File: src/rtl/gecko_reg_scoreboard.sv
// gecko_reg_scoreboard: per-register pending-write counters and status for decode hazard checks.
// Rev 1.0 - initial release.
`default_nettype none

package gecko_reg_pkg;
  typedef enum logic [1:0] {
    REG_VALID   = 2'd0,
    REG_PARTIAL = 2'd1,
    REG_FULL    = 2'd2
  } gecko_reg_status_t;
endpackage

module gecko_reg_scoreboard #(
  parameter int COUNTER_WIDTH = 2
) (
  input  logic                               clk,
  input  logic                               rst,
  input  logic                               issue_valid,
  input  logic [4:0]                         issue_addr,
  input  logic                               retire0_valid,
  input  logic [4:0]                         retire0_addr,
  input  logic                               retire1_valid,
  input  logic [4:0]                         retire1_addr,
  output logic [31:0][1:0]                   reg_status,
  output logic [31:0][COUNTER_WIDTH-1:0]     reg_count,
  output logic [5:0]                         busy_regs,
  output logic                               idle,
  output logic                               overflow_err,
  output logic                               underflow_err
);

  localparam int NW = COUNTER_WIDTH + 2;
  localparam logic [COUNTER_WIDTH-1:0] MAX_CNT = '1;
  localparam logic signed [NW-1:0]     MAX_S   = $signed({2'b00, MAX_CNT});

  logic [31:0][COUNTER_WIDTH-1:0] count_q, count_d;
  logic [31:0]                    ovf_hit, unf_hit;
  logic [5:0]                     busy_q, busy_d;
  logic                           idle_q;
  logic                           ovf_q, unf_q;

  // x0 is hardwired: never counts, never flags.
  assign count_d[0] = '0;
  assign ovf_hit[0] = 1'b0;
  assign unf_hit[0] = 1'b0;

  for (genvar r = 1; r < 32; r++) begin : g_reg
    logic                  inc;
    logic [1:0]            dec;
    logic signed [NW-1:0]  sum;

    assign inc = issue_valid && (issue_addr == 5'(r));
    assign dec = {1'b0, retire0_valid && (retire0_addr == 5'(r))}
               + {1'b0, retire1_valid && (retire1_addr == 5'(r))};
    // Two guard bits hold both MAX+1 and -2 without wrapping.
    assign sum = $signed({2'b00, count_q[r]})
               + $signed({{(NW-1){1'b0}}, inc})
               - $signed({{(NW-2){1'b0}}, dec});

    assign unf_hit[r] = sum[NW-1];
    assign ovf_hit[r] = !sum[NW-1] && (sum > MAX_S);
    assign count_d[r] = unf_hit[r] ? '0 :
                        ovf_hit[r] ? MAX_CNT : sum[COUNTER_WIDTH-1:0];
  end

  always_comb begin
    busy_d = '0;
    for (int i = 1; i < 32; i++) begin
      busy_d = busy_d + {5'b0, |count_d[i]};
    end
  end

  always_ff @(posedge clk) begin
    if (!rst) begin
      count_q <= '0;
      busy_q  <= '0;
      idle_q  <= 1'b1;
      ovf_q   <= 1'b0;
      unf_q   <= 1'b0;
    end else begin
      count_q <= count_d;
      busy_q  <= busy_d;
      idle_q  <= (busy_d == 6'd0);
      ovf_q   <= ovf_q | (|ovf_hit);
      unf_q   <= unf_q | (|unf_hit);
    end
  end

  for (genvar r = 0; r < 32; r++) begin : g_status
    assign reg_status[r] = (count_q[r] == '0)     ? gecko_reg_pkg::REG_VALID :
                           (count_q[r] == MAX_CNT) ? gecko_reg_pkg::REG_FULL :
                                                     gecko_reg_pkg::REG_PARTIAL;
  end

  assign reg_count     = count_q;
  assign busy_regs     = busy_q;
  assign idle          = idle_q;
  assign overflow_err  = ovf_q;
  assign underflow_err = unf_q;

endmodule

`default_nettype wire

File: config.mk
export PLATFORM = sky130hd
export DESIGN_NAME = gecko_reg_scoreboard
export DESIGN_NICKNAME = d
export VERILOG_FILES = /design/src/rtl/gecko_reg_scoreboard.sv
export SDC_FILE = /design/constraint.sdc
export NUM_CORES = 1
export LEC_CHECK = 0
export CORE_AREA = 2 2 123 125
export CTS_BUF_LIST = sky130_fd_sc_hd__clkbuf_8
export CTS_CLUSTER_DIAMETER = 100
export DETAILED_ROUTE_END_ITERATION = 10
export DIE_AREA = 0 0 125 127
export HOLD_SLACK_MARGIN = 0.05
export PLACE_DENSITY = 0.88
export SYNTH_ARGS = -nofsm -noshare
export SYNTH_HDL_FRONTEND = slang
export SYNTH_SLANG_ARGS = --single-unit
File: constraint.sdc
create_clock -name clk -period 9.95 [get_ports clk]
set_input_delay 1.4925 -clock clk [delete_from_list [all_inputs] [get_ports clk]]
set_output_delay 1.4925 -clock clk [all_outputs]
set_load 0.02 [all_outputs]
==> flow_summary.json <==
{
  "run_status": "completed",
  "synth_top_area_share_pct": 22.5,
  "timing.rr.end": "idle",
  "fin_ws_ps": 946,
  "root_buffer": "clkbuf_8",
  "fmax_ghz": 0.111,
  "grtUsageTotal_pct": 27.2,
  "initial_core_util_pct": 52.4,
  "whs_ps": 704,
  "antenna_found_initial": 0,
  "intPower_uw": 553,
  "netlist_top_cells_area": "fa_1 23%, ha_1 22%, dfxtp_1 19%, inv_1 8.9%, nor2_1 6.1%",
  "clockPowerShare_pct": 24.8,
  "crit_fanout": 9,
  "cts_setup_buffers": 0,
  "p_sw_uw": 325,
  "cts_tree": "built",
  "tightestPinTransition_ps": 786,
  "min_path_type": "flip-flop to flip-flop",
  "seq_area_sq_um": 1420,
  "clock-sinks": 71,
  "syn2layout_area_growth_pct": 24.8,
  "finalCritPeriodShare_pct": 90.5,
  "multiInputGateArea_sq_um": 5370,
  "postSynthCellCount": 859,
  "ys_types": 46,
  "p_leak_uw": 0.00474,
  "post_cts_resized": 0,
  "final_nets": 1244,
  "endpoint_kind": "flip-flop",
  "drtPass1Iterations": 5,
  "vias_per_cell": 5.32,
  "ir_drop_mv": 0.100,
  "die_height_um": 127,
  "rsz0062_at_grt": "no",
  "cp.required_ps": 10240,
  "cp.arrival_ps": 9290,
  "drv_slew": 0,
  "drt_iter0_markers": 514,
  "r2r_slack_ps": 2880,
  "cts_hold_buf": 0,
  "place_congestion": 0.989,
  "ys_ff_latch": 71,
  "final_cell_area_sq_um": 9430,
  "period_needed_ps": 9000,
  "synth.yosys.seq_area_share_pct": 18.8,
  "grt_max_degree": 37,
  "rr_startpoint": "reg_count[42]",
  "p_sw_share_pct": 37.0,
  "grt-ovfl-total": 0,
  "h-tree-depth": 3,
  "power_density_nw_per_um2": 93.2,
  "comb_power_share_pct": 40.3,
  "r2r_cells": 21,
  "drv_cap": 0,
  "synth-edff-count": 0,
  "std_cell_rows": 44,
  "start_kind": "primary input",
  "holdPathStages": 3,
  "ios": 157,
  "place_ws_ps": 668,
  "ys.flop_type": "dfxtp_1",
  "yosys.area.top_type": "fa_1",
  "yosysMostFrequentCell": "inv_1",
  "slew_headroom_pct": 47.5,
  "port_buffers": 152,
  "path_class": "primary input to flip-flop",
  "fp.dieW_um": 125,
  "hold_viol_final": 0,
  "final-setup-viol-count": 0,
  "skew_ps": 11.6,
  "drive_gt1_share_pct": 3.46,
  "min_to": "reg_count[25]",
  "numCtsBuffers": 9,
  "netlist_area_sq_um": 7550,
  "min_from": "reg_count[25]",
  "clk_pin_slew_worst_paths_ps": 70,
  "netlist_top_cells_count": "180 x inv_1, 131 x ha_1, 123 x nor2_1, 85 x fa_1, 71 x dfxtp_1",
  "grt_pass1_vias": 6546,
  "clock_path_buffers": 2,
  "ant_nets": 0,
  "power_frac_seq_pct": 34.9,
  "n_antenna_cell": 0,
  "core-area_sq_um": 14400,
  "drc": 0,
  "syn_avg_cell_area_sq_um": 8.79,
  "fin_tns_setup_ps": 0,
  "dp_hpwl_um": 17100,
  "vias": 6369,
  "grt_pass1_wl_um": 33300,
  "routed_wl_um": 20700,
  "ys_warn_count": 0,
  "placed_area_sq_um": 9250,
  "die-area_sq_um": 15900,
  "fillers": 1165,
  "wire_per_inst_um": 17.3,
  "ys_async_sr_fraction_pct": 0,
  "insertion_delay_ps": 380
}
## power groups by stage
stage          Clock (uW)  Sequential, uW  Combinational [uW]
5_1_grt               231             308                 405
4_1_cts               223             306                 357
6_report              218             306                 354
2_1_floorplan           0             326                 223
3_5_place_dp            0             313                 353
3_3_place_gp            0             313                 337
## layout make-up
| cell class | count | share of cell area, % |
|---|---|---|
| clock buffers | 11 | 1.61 |
| clock inverters | 5 | 0.265 |
| inverters | 181 | 7.21 |
| multi-input cells | 589 | 56.9 |
| flip-flops and latches | 71 | 15.1 |
| well taps | 184 | 2.44 |
| repair buffers | 156 | 16.5 |
## kinds of logic (layout without fill, tap and decap cells)
family                   Yosys count  in the layout  synth area share (%)
other                              1              4                0.0497
XOR/XNOR                           2              2                 0.232
flip-flops                        71             71                  18.8
buffers and inverters            202            353                  10.2
AO/OA/AOI/OAI                     46             46                  4.34
AND/OR/NAND/NOR                  311            311                  20.8
adder cells (fa/ha/maj)          226            226                  45.6
## worst max path at each step
stage	start	end	slack, ps	cells after the start
2_1_floorplan	retire1_addr[4]	idle	1540	24
3_3_place_gp	retire1_addr[4]	idle	790	24
3_5_place_dp	retire1_addr[0]	idle	670	25
4_1_cts	retire1_addr[0]	idle	1000	25
5_1_grt	retire1_addr[4]	idle	510	24
6_report	retire1_addr[4]	idle	950	24
## stage by stage
step | power, uW | instances | utilization (%)
2_1_floorplan | 550 | 862 | -
3_3_place_gp | 650 | 1181 | 64.1
3_5_place_dp | 666 | 1181 | 64.1
4_1_cts | 886 | 1197 | 65.4
5_1_grt | 944 | 1197 | 65.4
6_report | 879 | 1197 | 65.4
## registers in the layout, summed over array words and instances (netlist names)
name           cells
reg_count         62
busy_regs          6
idle               1
overflow_err       1
underflow_err      1
## metal layers
metal	global-route usage, %	vias up	part of all wire (%)
li1	-	2936	-
met3	5.57	67	9.1
met4	13.3	0	4.5
met5	0	-	0
met1	34.2	3043	39
met2	45.0	323	47
## worst max-delay path, cell delays in order
cell	delay (ps)
clkdlybuf4s50_1	610
nor3b_1	470
nand2_1	160
fa_1	520
ha_1	250
ha_1	220
maj3_1	350
or2_2	300
fa_1	540
inv_1	60
fa_1	540
inv_1	60
fa_1	520
fa_1	460
fa_1	560
inv_1	60
fa_1	540
inv_1	60
fa_1	430
inv_1	80
fa_1	200
xnor2_1	90
or4b_1	480
o31ai_1	240
## cells in the final DEF (no fill, tap or decap), types with 2 or more instances in the layout
master             n
inv_1            182
clkdlybuf4s50_1  152
ha_1             131
nor2_1           123
fa_1              85
dfxtp_1           71
nand2_1           34
and2_1            33
nor2b_1           30
nand2b_1          24
nand3_1           17
a21oi_1           12
clkbuf_8          11
maj3_1            10
or2_2             10
nor3_1             9
nand4_1            9
o21a_1             8
o22ai_1            6
a22oi_1            6
nor4_1             5
o21ai_0            4
conb_1             4
buf_4              4
and3_1             3
nor2b_4            2
or4b_1             2
a221oi_1           2
nand4b_1           2
o221ai_1           2
clkinv_2           2
Power figures use the tool's default switching activity.
==> variant (same flow settings) <==
Put a register stage on the output `reg_status`, with the module's reset. The value now appears one clock later. The other outputs are not delayed to match.
--- a/src/rtl/gecko_reg_scoreboard.sv
+++ b/src/rtl/gecko_reg_scoreboard.sv
@@ -33,4 +33,6 @@
   localparam logic [COUNTER_WIDTH-1:0] MAX_CNT = '1;
   localparam logic signed [NW-1:0]     MAX_S   = $signed({2'b00, MAX_CNT});
+
+  logic [31:0][1:0] reg_status_d;
 
   logic [31:0][COUNTER_WIDTH-1:0] count_q, count_d;
@@ -88,5 +90,5 @@
 
   for (genvar r = 0; r < 32; r++) begin : g_status
-    assign reg_status[r] = (count_q[r] == '0)     ? gecko_reg_pkg::REG_VALID :
+    assign reg_status_d[r] = (count_q[r] == '0)     ? gecko_reg_pkg::REG_VALID :
                            (count_q[r] == MAX_CNT) ? gecko_reg_pkg::REG_FULL :
                                                      gecko_reg_pkg::REG_PARTIAL;
@@ -99,4 +101,12 @@
   assign underflow_err = unf_q;
 
+  always_ff @(posedge clk) begin
+    if (!rst) begin
+      reg_status <= '0;
+    end else begin
+      reg_status <= reg_status_d;
+    end
+  end
+
 endmodule
 
Formal check against the unedited RTL: not equivalent (a bounded check fails within 4 cycles, from zero or initial values and one cycle with rst low).
==> variant against the original RTL <==
  * Wire length is 12% higher
  * Synthesized area up 19%
  * Non-clock buffer count is 1 higher
  * Design area grew 17%
  * Power increased by 57%
  * Count of clock-buffer cells in the layout rose by 10
  * Sequential share of layout area increased by 9.0 points
  * Sequential cell count is 62 higher
  * Critical path depth is the same
  * Setup slack improved by 0.24 ns
  * First-iteration DRC count rose by 37%
==> variant: results (changes against the original RTL) <==
clock latency reported for the late side of the worst-skew pair 0.47 ns (+0.09 ns); #MultiIn Comb 650 (+10%); post-placement setup slack 0.795 ns (+0.127 ns); Starting DRT DRC Count 705 (+37%); via density per instance 5.36 (+0.68%); top post-synthesis cells by count sky130_fd_sc_hd__inv_1 (179), sky130_fd_sc_hd__nor2_1 (141), sky130_fd_sc_hd__dfxtp_1 (133); final routed wire length divided by cell count 17.4 µm (+0.60%); largest net degree at the start of global routing 89 (+140%); clock network share of area 3.60% (+1.7 points); H-tree lvl count 4 (+1); layout inverter count without the clock tree 180 (-0.55%); post-DP HPWL 18100 µm (+5.9%); Placed Cells 1304 (+10%); Area after DPL 0.0106 mm² (+15%); transition time at the pin with the least slew margin 0.992 ns (+0.206 ns); fraction of area in registers 24.1% (+9.0 points); portion of the layout cell area used by non-clock buffers 14.1% (-2.3 points); highest net fanout along the worst path 4 (-5); Arrival @ worst endpoint 9.07 ns (-0.22 ns); status completed; Leak 5.19 nW (+9.4%); largest cells by area after synthesis sky130_fd_sc_hd__dfxtp_1 (30%), sky130_fd_sc_hd__fa_1 (19%), sky130_fd_sc_hd__ha_1 (14%); Synth Area in Compound Gates 3.49% (-0.85 points); share of final-layout standard cells stronger than drive strength 1 4.25% (+0.80 points); Via Count 7162 (+12%)
==> variant: changes by cell type after synthesis, sizes merged, moves of 3 or more <==
cell | before | now
nor2b | 33 | 36
nand4 | 9 | 6
nand3 | 17 | 14
dfxtp | 71 | 133
nand2 | 34 | 39
xnor2 | 1 | 31
ha | 131 | 100
nor2 | 123 | 141
and3 | 3 | 12
buf | 4 | 9
nor3 | 9 | 37
==> variant: per-layer routing <==
metal	share of wire (%)	up-vias	global-route usage (%)
met5	0	-	0
met4	3.6	0	12.5
met3	8.0	70	7.58
met2	48	314	50.2
met1	41	3449	38.1
li1	-	3329	-
==> variant: power breakdown <==
part | internal [mW] | total [mW] | switching, mW | leakage, nW
sequential | 0.549 | 0.559 | 0.0101 | 1.07
combinational | 0.152 | 0.361 | 0.209 | 3.91
clock | 0.245 | 0.456 | 0.211 | 0.207
total | 0.946 | 1.38 | 0.430 | 5.19
==> variant: path summary, 6_finish.rpt <==
| kind | startpoint | cells after the start | slack (ns) | endpoint |
|---|---|---|---|---|
| worst max-delay path | retire1_valid | 24 | 1.19 | busy_regs[4]$_SDFF_PN0_ |
| worst min-delay path | reg_count[51]$_SDFF_PN0_ | 2 | 0.53 | reg_status[51]$_SDFF_PP0_ |
| worst max register to register | reg_count[52]$_SDFF_PN0_ | 22 | 3.18 | busy_regs[4]$_SDFF_PN0_ |
| worst min register to register | reg_count[51]$_SDFF_PN0_ | 2 | 0.53 | reg_status[51]$_SDFF_PP0_ |
==> variant: critical path: stages <==
cell and delay [ns]:
sky130_fd_sc_hd__clkdlybuf4s50_1 0.52, sky130_fd_sc_hd__nor2b_1 0.27, sky130_fd_sc_hd__nand3_1 0.19, sky130_fd_sc_hd__or3b_2 0.52, sky130_fd_sc_hd__fa_1 0.49, sky130_fd_sc_hd__ha_1 0.26
sky130_fd_sc_hd__ha_1 0.23, sky130_fd_sc_hd__maj3_1 0.37, sky130_fd_sc_hd__or2_2 0.29, sky130_fd_sc_hd__fa_1 0.50, sky130_fd_sc_hd__fa_1 0.44, sky130_fd_sc_hd__fa_1 0.53
sky130_fd_sc_hd__fa_1 0.53, sky130_fd_sc_hd__fa_1 0.57, sky130_fd_sc_hd__inv_1 0.06, sky130_fd_sc_hd__fa_1 0.53, sky130_fd_sc_hd__inv_1 0.06, sky130_fd_sc_hd__fa_1 0.47
sky130_fd_sc_hd__inv_1 0.09, sky130_fd_sc_hd__fa_1 0.19, sky130_fd_sc_hd__nor2b_1 0.08, sky130_fd_sc_hd__o21a_1 0.19, sky130_fd_sc_hd__nor3_1 0.14, sky130_fd_sc_hd__nor3_1 0.07
==> variant: cells by family after synthesis <==
kind of cell | Yosys count
and+or+nand+nor | 372
buffers and inverters | 207
adders and majority gates | 196
DFF | 133
AOI/OAI and AO/OA | 47
xor gates and xnor gates | 31
other | 1
